==> src/rtl/ndp_job_scheduler_if.sv <==
// Host request ports and NDP core load ports shared by the job scheduler.
// Handshake: a load word moves on the rising clk edge where req_ready[i] && req_valid[i].
interface ndp_job_scheduler_if #(
  parameter int NUM_REQ = 4
);
  logic [NUM_REQ-1:0]    req;
  logic [NUM_REQ-1:0]    req_valid;
  logic [32*NUM_REQ-1:0] req_data;
  logic [NUM_REQ-1:0]    req_ready;
  logic [NUM_REQ-1:0]    req_done;
  logic [NUM_REQ-1:0]    req_err;
  logic                  core_reset;
  logic                  core_data_in_flag;
  logic [31:0]           core_data_in;
  logic                  core_calc_done;

  modport slave (
    input  req, req_valid, req_data, core_calc_done,
    output req_ready, req_done, req_err, core_reset, core_data_in_flag, core_data_in
  );

  modport master (
    output req, req_valid, req_data, core_calc_done,
    input  req_ready, req_done, req_err, core_reset, core_data_in_flag, core_data_in
  );
endinterface

==> src/rtl/ndp_job_scheduler.sv <==
// Round-robin scheduler granting one NDP core to one host requester at a time:
// reset core, pulse load-start, stream LOAD_WORDS words, wait for calc_done.
module ndp_job_scheduler #(
  parameter int NUM_REQ        = 4,
  parameter int LOAD_WORDS     = 651,
  parameter int RST_CYCLES     = 2,
  parameter int TIMEOUT_CYCLES = 4096
) (
  input  logic                       clk,
  input  logic                       reset,
  ndp_job_scheduler_if.slave         bus,
  output logic                       busy,
  output logic [$clog2(NUM_REQ)-1:0] grant_id,
  output logic [2:0]                 state_dbg
);
  localparam int GW    = $clog2(NUM_REQ);
  localparam int MAX_A = (LOAD_WORDS > TIMEOUT_CYCLES) ? LOAD_WORDS : TIMEOUT_CYCLES;
  localparam int MAX_C = (MAX_A > RST_CYCLES) ? MAX_A : RST_CYCLES;
  localparam int CW    = $clog2(MAX_C + 1);

  typedef enum logic [2:0] {
    S_IDLE, S_CORE_RST, S_START, S_STREAM, S_COMPUTE, S_DONE, S_ERR
  } state_t;

  state_t             state, state_n;
  logic [CW-1:0]      cnt, cnt_n;
  logic [GW-1:0]      rr, rr_n, grant_n, pick;
  logic               found, req_g, valid_g, accept;
  logic [31:0]        data_g;
  logic [NUM_REQ-1:0] grant_oh;

  assign state_dbg = state;
  assign req_g     = bus.req[grant_id];
  assign valid_g   = bus.req_valid[grant_id];
  assign data_g    = bus.req_data[32*int'(grant_id) +: 32];
  assign grant_oh  = NUM_REQ'(1) << grant_n;

  // First requesting index at or above rr, wrapping around.
  always_comb begin
    found = 1'b0;
    pick  = '0;
    for (int i = 0; i < NUM_REQ; i++) begin
      if (!found && bus.req[(int'(rr) + i) % NUM_REQ]) begin
        found = 1'b1;
        pick  = GW'((int'(rr) + i) % NUM_REQ);
      end
    end
  end

  always_comb begin
    state_n = state;
    cnt_n   = cnt;
    rr_n    = rr;
    grant_n = grant_id;
    accept  = 1'b0;
    case (state)
      S_IDLE: begin
        if (found) begin
          grant_n = pick;
          cnt_n   = '0;
          state_n = S_CORE_RST;
        end
      end
      S_CORE_RST: begin
        if (!req_g) state_n = S_ERR;
        else if (cnt == CW'(RST_CYCLES - 1)) begin
          cnt_n   = '0;
          state_n = S_START;
        end else cnt_n = cnt + 1'b1;
      end
      S_START: begin
        cnt_n   = '0;
        state_n = req_g ? S_STREAM : S_ERR;
      end
      S_STREAM: begin
        // The core cannot stall, so a missing word aborts the job.
        accept = valid_g;
        if (!req_g || !valid_g) state_n = S_ERR;
        else if (cnt == CW'(LOAD_WORDS - 1)) begin
          cnt_n   = '0;
          state_n = S_COMPUTE;
        end else cnt_n = cnt + 1'b1;
      end
      S_COMPUTE: begin
        if (!req_g) state_n = S_ERR;
        else if (bus.core_calc_done) state_n = S_DONE;
        else if (cnt == CW'(TIMEOUT_CYCLES - 1)) state_n = S_ERR;
        else cnt_n = cnt + 1'b1;
      end
      S_DONE, S_ERR: begin
        rr_n    = (grant_id == GW'(NUM_REQ - 1)) ? '0 : grant_id + 1'b1;
        state_n = S_IDLE;
      end
      default: state_n = S_IDLE;
    endcase
  end

  // Outputs are registered from the next state so each pulse lines up with its state.
  always_ff @(posedge clk or posedge reset) begin
    if (reset) begin
      state                 <= S_IDLE;
      cnt                   <= '0;
      rr                    <= '0;
      grant_id              <= '0;
      busy                  <= 1'b0;
      bus.core_reset        <= 1'b1;
      bus.core_data_in_flag <= 1'b0;
      bus.core_data_in      <= '0;
      bus.req_ready         <= '0;
      bus.req_done          <= '0;
      bus.req_err           <= '0;
    end else begin
      state                 <= state_n;
      cnt                   <= cnt_n;
      rr                    <= rr_n;
      grant_id              <= grant_n;
      busy                  <= (state_n != S_IDLE);
      bus.core_reset        <= (state_n == S_IDLE) || (state_n == S_CORE_RST);
      bus.core_data_in_flag <= (state_n == S_START);
      if (accept) bus.core_data_in <= data_g;
      bus.req_ready         <= (state_n == S_STREAM) ? grant_oh : '0;
      bus.req_done          <= (state_n == S_DONE)   ? grant_oh : '0;
      bus.req_err           <= (state_n == S_ERR)    ? grant_oh : '0;
    end
  end
endmodule

==> src/flat_wrapper.sv <==
// flat-port wrapper written by rule: the top's interface ports become plain ports
module ndp_job_scheduler_flat 
#(
  parameter int NUM_REQ        = 4,
  parameter int LOAD_WORDS     = 651,
  parameter int RST_CYCLES     = 2,
  parameter int TIMEOUT_CYCLES = 4096
)
  (clk, reset, busy, grant_id, state_dbg, bus_req, bus_req_valid, bus_req_data, bus_core_calc_done, bus_req_ready, bus_req_done, bus_req_err, bus_core_reset, bus_core_data_in_flag, bus_core_data_in);
  ndp_job_scheduler_if #(.NUM_REQ(NUM_REQ)) bus_i ();
  input  logic clk;
  input  logic reset;
  output logic busy;
  output logic [$clog2(NUM_REQ)-1:0] grant_id;
  output logic [2:0] state_dbg;
  input wire logic [$bits(bus_i.req)-1:0] bus_req;
  input wire logic [$bits(bus_i.req_valid)-1:0] bus_req_valid;
  input wire logic [$bits(bus_i.req_data)-1:0] bus_req_data;
  input wire logic [$bits(bus_i.core_calc_done)-1:0] bus_core_calc_done;
  output wire logic [$bits(bus_i.req_ready)-1:0] bus_req_ready;
  output wire logic [$bits(bus_i.req_done)-1:0] bus_req_done;
  output wire logic [$bits(bus_i.req_err)-1:0] bus_req_err;
  output wire logic [$bits(bus_i.core_reset)-1:0] bus_core_reset;
  output wire logic [$bits(bus_i.core_data_in_flag)-1:0] bus_core_data_in_flag;
  output wire logic [$bits(bus_i.core_data_in)-1:0] bus_core_data_in;
  assign bus_i.req = bus_req;
  assign bus_i.req_valid = bus_req_valid;
  assign bus_i.req_data = bus_req_data;
  assign bus_i.core_calc_done = bus_core_calc_done;
  assign bus_req_ready = bus_i.req_ready;
  assign bus_req_done = bus_i.req_done;
  assign bus_req_err = bus_i.req_err;
  assign bus_core_reset = bus_i.core_reset;
  assign bus_core_data_in_flag = bus_i.core_data_in_flag;
  assign bus_core_data_in = bus_i.core_data_in;
  ndp_job_scheduler #(.NUM_REQ(NUM_REQ), .LOAD_WORDS(LOAD_WORDS), .RST_CYCLES(RST_CYCLES), .TIMEOUT_CYCLES(TIMEOUT_CYCLES)) u_core (.clk(clk), .reset(reset), .bus(bus_i), .busy(busy), .grant_id(grant_id), .state_dbg(state_dbg));
endmodule
==> config.mk <==
export PLATFORM = sky130hd
export DESIGN_NAME = ndp_job_scheduler_flat
export DESIGN_NICKNAME = d
export VERILOG_FILES = /design/src/rtl/ndp_job_scheduler_if.sv /design/src/rtl/ndp_job_scheduler.sv /design/src/flat_wrapper.sv
export SDC_FILE = /design/constraint.sdc
export NUM_CORES = 1
export LEC_CHECK = 0
export ABC_AREA = 1
export BUFFER_PORTS_ARGS = -buffer_cell sky130_fd_sc_hd__buf_2
export CORE_UTILIZATION = 40
export CTS_BUF_LIST = sky130_fd_sc_hd__clkbuf_2 sky130_fd_sc_hd__clkbuf_4 sky130_fd_sc_hd__clkbuf_8
export DETAILED_ROUTE_END_ITERATION = 8
export GPL_TIMING_DRIVEN = 0
export PLACE_DENSITY = 0.69
export SLEW_MARGIN = 15
export SYNTH_ARGS = -nofsm -noshare
export SYNTH_HDL_FRONTEND = slang
export SYNTH_SLANG_ARGS = --single-unit
==> constraint.sdc <==
create_clock -name clk -period 2.8 [get_ports clk]
set_clock_uncertainty 0.15 [all_clocks]
set_input_delay 0.56 -clock clk [delete_from_list [all_inputs] [get_ports clk]]
set_output_delay 0.56 -clock clk [all_outputs]
set_load 0.05 [all_outputs]
Yosys cells after proc, flatten, opt, wreduce, memory -nomap -nowiden. Cells that the tools add are included.

Register bits after elaboration: 67. Input port bits: 139. Output and inout bits: 52. Word-level logic and storage cells: 115.

Add/sub/neg operators: 5. Order comparisons: 5. Equal/unequal tests: 21. Shift operators: 2. Mux-type cells: 49. Bitwise operators: 3. Reductions and logical operators: 19.

Operators by type and width (count): indexed part select 128 x 8 -> 32 bit (1); two-way mux 13 bit (8); one-hot mux 13 bit (5 select lines) (1); two-way mux 3 bit (9); == test 3 bit, second input constant (5); one-hot mux 3 bit (5 select lines) (1); two-way mux 1 bit (14); two-way mux 2 bit (7); adder 13 x 1 -> 13 bit, second input constant (1); == test 13 x 1 -> 1 bit, second input constant (1); == test 13 x 10 -> 1 bit, second input constant (1); == test 13 x 12 -> 1 bit, second input constant (1); binary-select mux 1 bit (select 2 bit) (6); == test 3 x 2 -> 1 bit, second input constant (4); < comparator 3 x 4 -> 1 bit, second input constant (3); two-way mux 4 bit (3); OR reduction 2 bit (4); AND reduction 7 bit (1); == test 3 x 1 -> 1 bit, second input constant (2); logical NOT 3 bit (2); < comparator 2 x 3 -> 1 bit, second input constant (2); inequality test 2 x 1 -> 1 bit, second input constant (3); inequality test 2 bit, second input constant (3); logical NOT 1 bit (5); 9 further kinds (16).

Depth between registers and ports, before layout. Gate-level depths: netlist (run 1).

Depth in word-level cells: 18. Gate-level depth with buffers: 15.

Worst setup path before layout (run 1). OpenSTA, ideal clock, no wires.

Path type: flip-flop to flip-flop. From: register u_core.grant_id[1]. To: register u_core.cnt[4]. Library setup time: 0.074 ns. Data arrival time: 1.881 ns. Path slack: 0.695 ns. Cell stages (with the launch flop): 14. Clock period less this slack: 2.105 ns. Path through: dfrtp_1 > inv_2 > nand3_2 > nand2_2 > inv_4 > nand2_2 > nand2_2 > nand3_2 > nor2_2 > nand2_4 > inv_6 > buf_8 > nand2_2 > o21ai_2.

Cells in the longest elaborated chain, start to end: 6. Elaborated cells on any way between the ends: 11. Those cells by class: 3 x eq/ne; 4 x mux; 4 x reduce/logical.

RTL lines: start, declared (RTL line ndp_job_scheduler.sv:13) `output logic [$clog2(NUM_REQ)-1:0] grant_id,`; start signal, assigned (RTL line ndp_job_scheduler.sv:116) `grant_id <= grant_n;`; binary-select mux 1 bit (select 2 bit), on equally long branches (RTL line ndp_job_scheduler.sv:33, ndp_job_scheduler.sv:34); two-way mux 1 bit, on equally long branches (RTL line ndp_job_scheduler.sv:33, ndp_job_scheduler.sv:34); logical NOT 1 bit, on equally long branches; logical OR 1 bit (RTL line ndp_job_scheduler.sv:78) `if (!req_g || !valid_g) state_n = S_ERR;`; inequality test 2 bit (no source line); AND reduction 7 bit (no source line) *; end signal, assigned (RTL line ndp_job_scheduler.sv:114) `cnt <= cnt_n;`; end, declared (RTL line ndp_job_scheduler.sv:26) `logic [CW-1:0] cnt, cnt_n;`.

Every way passes the cells marked *; elsewhere a longest branch is shown, timed or not. The select of a mux whose other input is x is not followed. A chain may end at the register's enable or synchronous reset.

Worst setup path in the final report (run 1).
From: register u_core.cnt[0]. To: register u_core.bus.req_err[1].

Cells in the longest elaborated chain, start to end: 7. Elaborated cells on any way between the ends: 13. Those cells by class: 4 x eq/ne; 9 x mux.

RTL lines: == test 13 x 12 -> 1 bit (RTL line ndp_job_scheduler.sv:87) `else if (cnt == CW'(TIMEOUT_CYCLES - 1)) state_n = S_ERR;`; two-way mux 3 bit (RTL line ndp_job_scheduler.sv:87); two-way mux 3 bit (RTL line ndp_job_scheduler.sv:86) `else if (bus.core_calc_done) state_n = S_DONE;`; two-way mux 3 bit (RTL line ndp_job_scheduler.sv:85) `if (!req_g) state_n = S_ERR;`; one-hot mux 3 bit (5 select lines) * (RTL line ndp_job_scheduler.sv:56) `case (state)`; net u_core.state_n[1] (RTL line ndp_job_scheduler.sv:25) `state_t state, state_n;`; == test 3 bit * (RTL line ndp_job_scheduler.sv:123) `bus.req_err <= (state_n == S_ERR) ? grant_oh : '0;`; two-way mux 4 bit * (RTL line ndp_job_scheduler.sv:123); end signal, assigned (RTL line ndp_job_scheduler.sv:123); end, declared (RTL line ndp_job_scheduler_if.sv:19) `output req_ready, req_done, req_err, core_reset, core_data_in_flag, core_data_in`.

Mark *: on every way through the listed nets, which the timed path passes. The rest lies on a longest branch.

==> metrics, run 1 <==
leading area contributor after synthesis=dfrtp_1; global-route wire length before repair=roughly 23000 um; hold buffer count at CTS=0; hold_ws=0.0154 ns; CP peak stage delay=0.50 ns; DR DRC count=0; busiest grt layer=met2; setup_tns=0 ns; Synth cell types=47; Syn Inst Count=581; DP Area=0.00565 mm2; I/O Pins=191; GR Util met2=45.6%; pre-CTS setup slack=0.451 ns; Worst-Margin Slew=~0.52 ns; router iterations before antenna repair=5; H-Tree Level Count=3; placed instance count=912; CP startpoint kind=flop; average wire per standard cell=approximately 16 um; WL final=roughly 15000 um; DR iter-0 viols=~470; clock sink count=67; Min-Delay Path Class=in -> async; Max-cap violations=0; most frequent cell on the critical path=nand3_1; number of buffers created by CTS=9; via count=between 4000 and 5000; # rows=38; number of synthesized flops with an enable pin=0; status=finished clean; Post-Synth Simple-Gate Area=27.7%; Non-Filler Instances=931; Critical Setup Path Class=reg -> reg; GRT overflow=0; Worst Path Arrival=2.48 ns; Synth Warn #=0; Final Hold Vio Count=0; worst-path cell chain=ha_1, nand3_1, inv_1, nand2_1, inv_1, nand3_1, nand2_1, nand3_1, nand3b_1, nand3_1, nor2_1; grt met1 use=just over 30%; post-CTS resize count=0; nets=926; core area=0.0109 mm2; Max-slew headroom=65.6%; final instance area=0.00583 mm2; Max Clk Rate=around 420 MHz; critical path's slowest cell=dfrtp_1; Worst VDD drop=0.000771 V; Port Buffers=190; Power Dens Cells=1210 mW/mm2; most frequent cells in the layout=buf_2, nor2_1, nand2_1; post-CTS setup buffers=0; nature of the critical path endpoint=flop; top post-synthesis cells by area=dfrtp_1, o21ai_0, mux2_2; CTS max path bufs=2; Top FF cell, synth=dfrtp_1; Synth Area in Adders=1.11%; Chip Width=108 um; Die H=around 110 um; initial antenna violation count=3; synthesized area=0.00449 mm2; remaining antenna violation count=0; CP Max Fanout=8; max-slew violation count=0; initial core utilization=41.2%; fin crit period=2.39 ns; DPL Wire Length=between 10000 and 15000 um; required time of the worst setup path=2.89 ns; RSZ-0062 raised after global routing=false; clk slew on worst S/H paths=about 0.08 ns; gpl congestion=1.00; Die ar.=0.0117 mm2; CTS tree=done; post-synthesis compound-gate area fraction=approximately 18%; Seq cells post-synth=67; post-synthesis mux area share=8.02%; layout cell share with drive strength beyond 1=38.8%; leading cell type in the layout, fill and taps excluded=buf_2; largest family of logic cells by synthesized area=simple AND/OR/NAND/NOR gates; fin crit share=85.5%; pin count of the biggest net entering global routing=49; Root Driver=clkbuf_8; routed vias/inst=5.33; Synth Area per Inst=7.73 um2; syn nets=just over 700; vias in the first global route=4683; Clock Latency Late Sink=roughly 0.34 ns; count of final setup violators=0; fin worst setup slack=~0.4 ns; register area share after synthesis=between 30% and 40%; Post-Synth XOR/XNOR Area=less than 1%; share of flip-flops with an asynchronous set or reset=100%; GRT Total Usage=25.6%; share of the synthesized area in the top cell type=36.8%; Leakage=2.90 nW; met3 Usage GRT=slightly below 5%; area grow syn2layout=29.9%
## synth_stat cells (2+ instances only)
cell type and number:
nor2_1 94, nand2_1 91, o21ai_0 73, dfrtp_1 66
inv_1 35, mux2_2 32, o22ai_1 32, nand3_1 30
clkbuf_1 19, nand2_2 16, o21ai_2 11, inv_2 7
nor3_1 7, a31oi_1 6, xor2_1 5, buf_2 4
ha_1 4, nand4_1 4, a21oi_1 3, nand2_4 3
nand3_2 3, nor2_4 3, o211ai_1 3, a21oi_2 2
buf_6 2, nand3_4 2, nor2_2 2, nor4_1 2
o21ai_1 2
## report_power, final
group | total, mW | switching, mW | internal [mW]
Clock | 0.735 | 0.390 | 0.345
Sequential | 1.59 | 0.260 | 1.33
Combinational | 4.70 | 3.33 | 1.38
## flip-flops by register name (all words and copies together) (netlist names)
| register | count |
|---|---|
| u_core.busy | 1 |
| u_core.bus.req_ready | 4 |
| u_core.rr | 2 |
| u_core.bus.core_data_in_flag | 1 |
| u_core.bus.req_done | 4 |
| u_core.bus.req_err | 4 |
| u_core.bus.core_data_in | 32 |
| u_core.cnt | 13 |
| u_core.state_dbg | 3 |
| u_core.bus.core_reset | 1 |
| u_core.grant_id | 2 |
## cell families after synthesis
kind of cell / after synthesis
multiplexers: 32
AO/OA/AOI/OAI: 136
buffers and inverters: 73
adder cells (fa/ha/maj): 4
flip-flops: 67
AND/OR/NAND/NOR: 264
XOR/XNOR: 5
## layer usage
layer	share of wire, %	up-vias
li1	-	2372
met1	42	2348
met2	50	224
met3	6.6	22
met4	1.7	0
met5	0	-
## worst max-delay path: cells and delay by family (launching register included)
family	cells	cell delay [ns]
AND/OR/NAND/NOR	8	1.14
flip-flops	1	0.50
buffers and inverters	2	0.21
adder cells (fa/ha/maj)	1	0.29
## through the flow
| stage | total power, mW | util [%] |
|---|---|---|
| final | 7.03 | 53.6 |
| after global routing | 7.53 | 53.6 |
| after CTS | 7.05 | 53.5 |
| after floorplan | 5.12 | - |
| after detailed placement | 6.30 | 51.9 |
| after global placement | 6.19 | 51.6 |
## layout make-up
type | instances | area [um2]
buffer | 28 | 138
inverter | 45 | 179
fill | 1106 | 5060
tap | 140 | 175
clock buffer | 10 | 138
antenna | 3 | 7.51
timing repair buffer | 191 | 978
sequential | 67 | 1680
multi-input combinational | 441 | 2500
clock inverter | 6 | 40.0
## final timing paths
check | depth (start not counted) | slack, ns | to | start
max | 11 | 0.41 | u_core.bus.req_err[1]$_DFF_PP0_ | u_core.cnt[0]$_DFFE_PP0P_
min | 2 | 0.02 | u_core.bus.core_data_in_flag$_DFF_PP0_ | reset
max reg2reg | 11 | 0.41 | u_core.bus.req_err[1]$_DFF_PP0_ | u_core.cnt[0]$_DFFE_PP0P_
min reg2reg | 1 | 0.36 | u_core.bus.core_data_in[24]$_DFFE_PP0P_ | u_core.bus.core_data_in[24]$_DFFE_PP0P_
max in group asynchronous | 3 | 1.95 | u_core.bus.req_ready[2]$_DFF_PP0_ | reset
min in group clk | 1 | 0.36 | u_core.bus.core_data_in[24]$_DFFE_PP0P_ | u_core.bus.core_data_in[24]$_DFFE_PP0P_
Note: power is estimated with default switching activity, not from simulation.
==> inputs of run 2 (changes only) <==
--- a/config.mk
+++ b/config.mk
@@ -7,11 +7,11 @@
 export LEC_CHECK = 0
 export ABC_AREA = 1
 export BUFFER_PORTS_ARGS = -buffer_cell sky130_fd_sc_hd__buf_2
-export CORE_UTILIZATION = 40
+export CORE_UTILIZATION = 45
 export CTS_BUF_LIST = sky130_fd_sc_hd__clkbuf_2 sky130_fd_sc_hd__clkbuf_4 sky130_fd_sc_hd__clkbuf_8
 export DETAILED_ROUTE_END_ITERATION = 8
 export GPL_TIMING_DRIVEN = 0
-export PLACE_DENSITY = 0.69
+export PLACE_DENSITY = 0.76
 export SLEW_MARGIN = 15
 export SYNTH_ARGS = -nofsm -noshare
 export SYNTH_HDL_FRONTEND = slang
==> run 2 against run 1 <==
Against the previous run:
- sequential share of layout area is 0.093 points higher
- power is 0.53% higher
- core utilization is 6.2 points higher
- fmax is 5.1% higher
- final area is 0.32% lower
- critical path type unchanged
- combinational power hardly changed
==> metrics, run 2 (synthesized netlist as in run 1, its figures left out) <==
status=finished clean; DR DRC count=0; busiest grt layer=met2; required time of the worst setup path=between 2 and 3 ns; I/O Pins=around 190; fin worst setup slack=around 0.52 ns; Fill cells=887; Die ar.=0.0104 mm2; Top reg by flops=u_core.bus.core_data_in; register share of total power=22.3%; Inserted Diodes=0; part of the power in combinational logic=between 60% and 70%; Sw Pwr=3.96 mW; H-Tree Level Count=3; pre-CTS setup slack=between 0.5 and 0.6 ns; met3 Usage GRT=under 10%; router iterations before antenna repair=5; Power Dens Cells=1220 mW/mm2; CTS tree=done; GR Util met2=48.0%; Worst VDD drop=a little under 0.001 V; Clock Latency Late Sink=0.35 ns; leading cell type in the layout, fill and taps excluded=buf_2; Non-Filler Instances=920; fin crit period=roughly 2.3 ns; core area=0.00973 mm2; post-CTS setup buffers=0; max reg flops=32; Port Buffers=between 150 and 200; most frequent cells in the layout=buf_2, nor2_1, nand2_1; initial core utilization=46.2%; Max-cap violations=0; Top Family by Delay on Critical Path=simple AND/OR/NAND/NOR gates; number of buffers created by CTS=9; average wire per standard cell=15.6 um; largest registers=u_core.bus.core_data_in x32, u_core.cnt x13; clk slew on worst S/H paths=0.07 ns; clock sink count=67; fin crit share=81.3%; area grow syn2layout=29.5%; pin count of the biggest net entering global routing=37; routed vias/inst=5.45; max-slew violation count=0; grt met1 use=33.5%; final design utilization=59.7%; Worst Path Buf+Inv=4; DR iter-0 viols=285; remaining antenna violation count=0; layout cell share with drive strength beyond 1=38.8%; global-route wire length before repair=22000 um; switch share=56.1%; GRT Total Usage=27.6%; Final Hold Vio Count=0; nets=926; Pint=3.10 mW; gpl congestion=about 0.89; hold buffer count at CTS=0; reg2reg setup slack=0.52 ns; RSZ-0062 raised after global routing=false; post-CTS resize count=0; worst-path cell chain=ha_1, nand3_1, inv_1, nand2_1, inv_1, nand3_1, a21oi_1, nor2_2, nand2_4, inv_6, buf_8, nand2_2, o21ai_2; Max Clk Rate=439 MHz; via count=5013; CP Max Fanout=10; Die H=102 um; Root Driver=clkbuf_8; CP peak stage delay=0.50 ns; # rows=36; Worst Path Arrival=2.36 ns; GRT overflow=0; DPL Wire Length=around 11000 um; placed instance count=905; vias in the first global route=4654; Chip Width=102 um; critical path's slowest cell=dfrtp_1; CTS max path bufs=2; Worst-Margin Slew=0.583 ns; clock group share of total power=10.7%; Leakage=approximately 2.9 nW; nature of the critical path endpoint=flop; Critical Setup Path Class=reg -> reg; CP startpoint kind=flop; initial antenna violation count=0; Min-Delay Path Class=in -> async; count of final setup violators=0; Max-slew headroom=61.0%; WL final=approximately 14000 um
[run 2: power groups by stage]
stage               logic, mW  clock network (mW)  registers, mW
global placement         4.62                   0           1.58
CTS                      4.72               0.778           1.58
detailed placement       4.70                   0           1.59
finish                   4.73               0.758           1.58
global route             5.11               0.815           1.62
floorplan                2.42                   0           2.71
[run 2: metrics by stage]
stage	hold WS [ns]	setup TNS, ns	cell area [um2]	total power, mW
6_report	0.0649	0	5810	7.07
5_1_grt	0.0930	0	5810	7.55
4_1_cts	0.0744	0	5810	7.07
3_5_place_dp	0.340	0	5630	6.29
3_3_place_gp	0.334	-29.23	5610	6.20
2_1_floorplan	0.324	0	4490	5.12
[run 2: metal layers]
| metal | share of wire, % | vias to the layer above |
|---|---|---|
| li1 | - | 2373 |
| met1 | 41 | 2367 |
| met2 | 48 | 233 |
| met3 | 7.3 | 40 |
| met4 | 3.5 | 0 |
| met5 | 0 | - |
[run 2: area by class of cell]
class | instances | area (um2) | area share (%)
Clock inverter | 2 | 10.0 | 0.172
Tap cell | 133 | 166 | 2.86
Multi-Input combinational cell | 441 | 2500 | 43.0
Buffer | 28 | 138 | 2.37
Sequential cell | 67 | 1680 | 28.9
Inverter | 45 | 179 | 3.08
Timing Repair Buffer | 191 | 971 | 16.7
Clock buffer | 13 | 173 | 2.97
[run 2: final timing paths]
check	startpoint	end	cells after the start
worst max-delay path	u_core.cnt[0]$_DFFE_PP0P_	u_core.cnt[4]$_DFFE_PP0P_	13
worst min-delay path	reset	u_core.bus.req_ready[2]$_DFF_PP0_	2
worst max register to register	u_core.cnt[0]$_DFFE_PP0P_	u_core.cnt[4]$_DFFE_PP0P_	13
worst min register to register	u_core.bus.core_data_in[20]$_DFFE_PP0P_	u_core.bus.core_data_in[20]$_DFFE_PP0P_	1
max in group asynchronous	reset	u_core.bus.core_data_in[2]$_DFFE_PP0P_	3
min in group clk	u_core.bus.core_data_in[20]$_DFFE_PP0P_	u_core.bus.core_data_in[20]$_DFFE_PP0P_	1
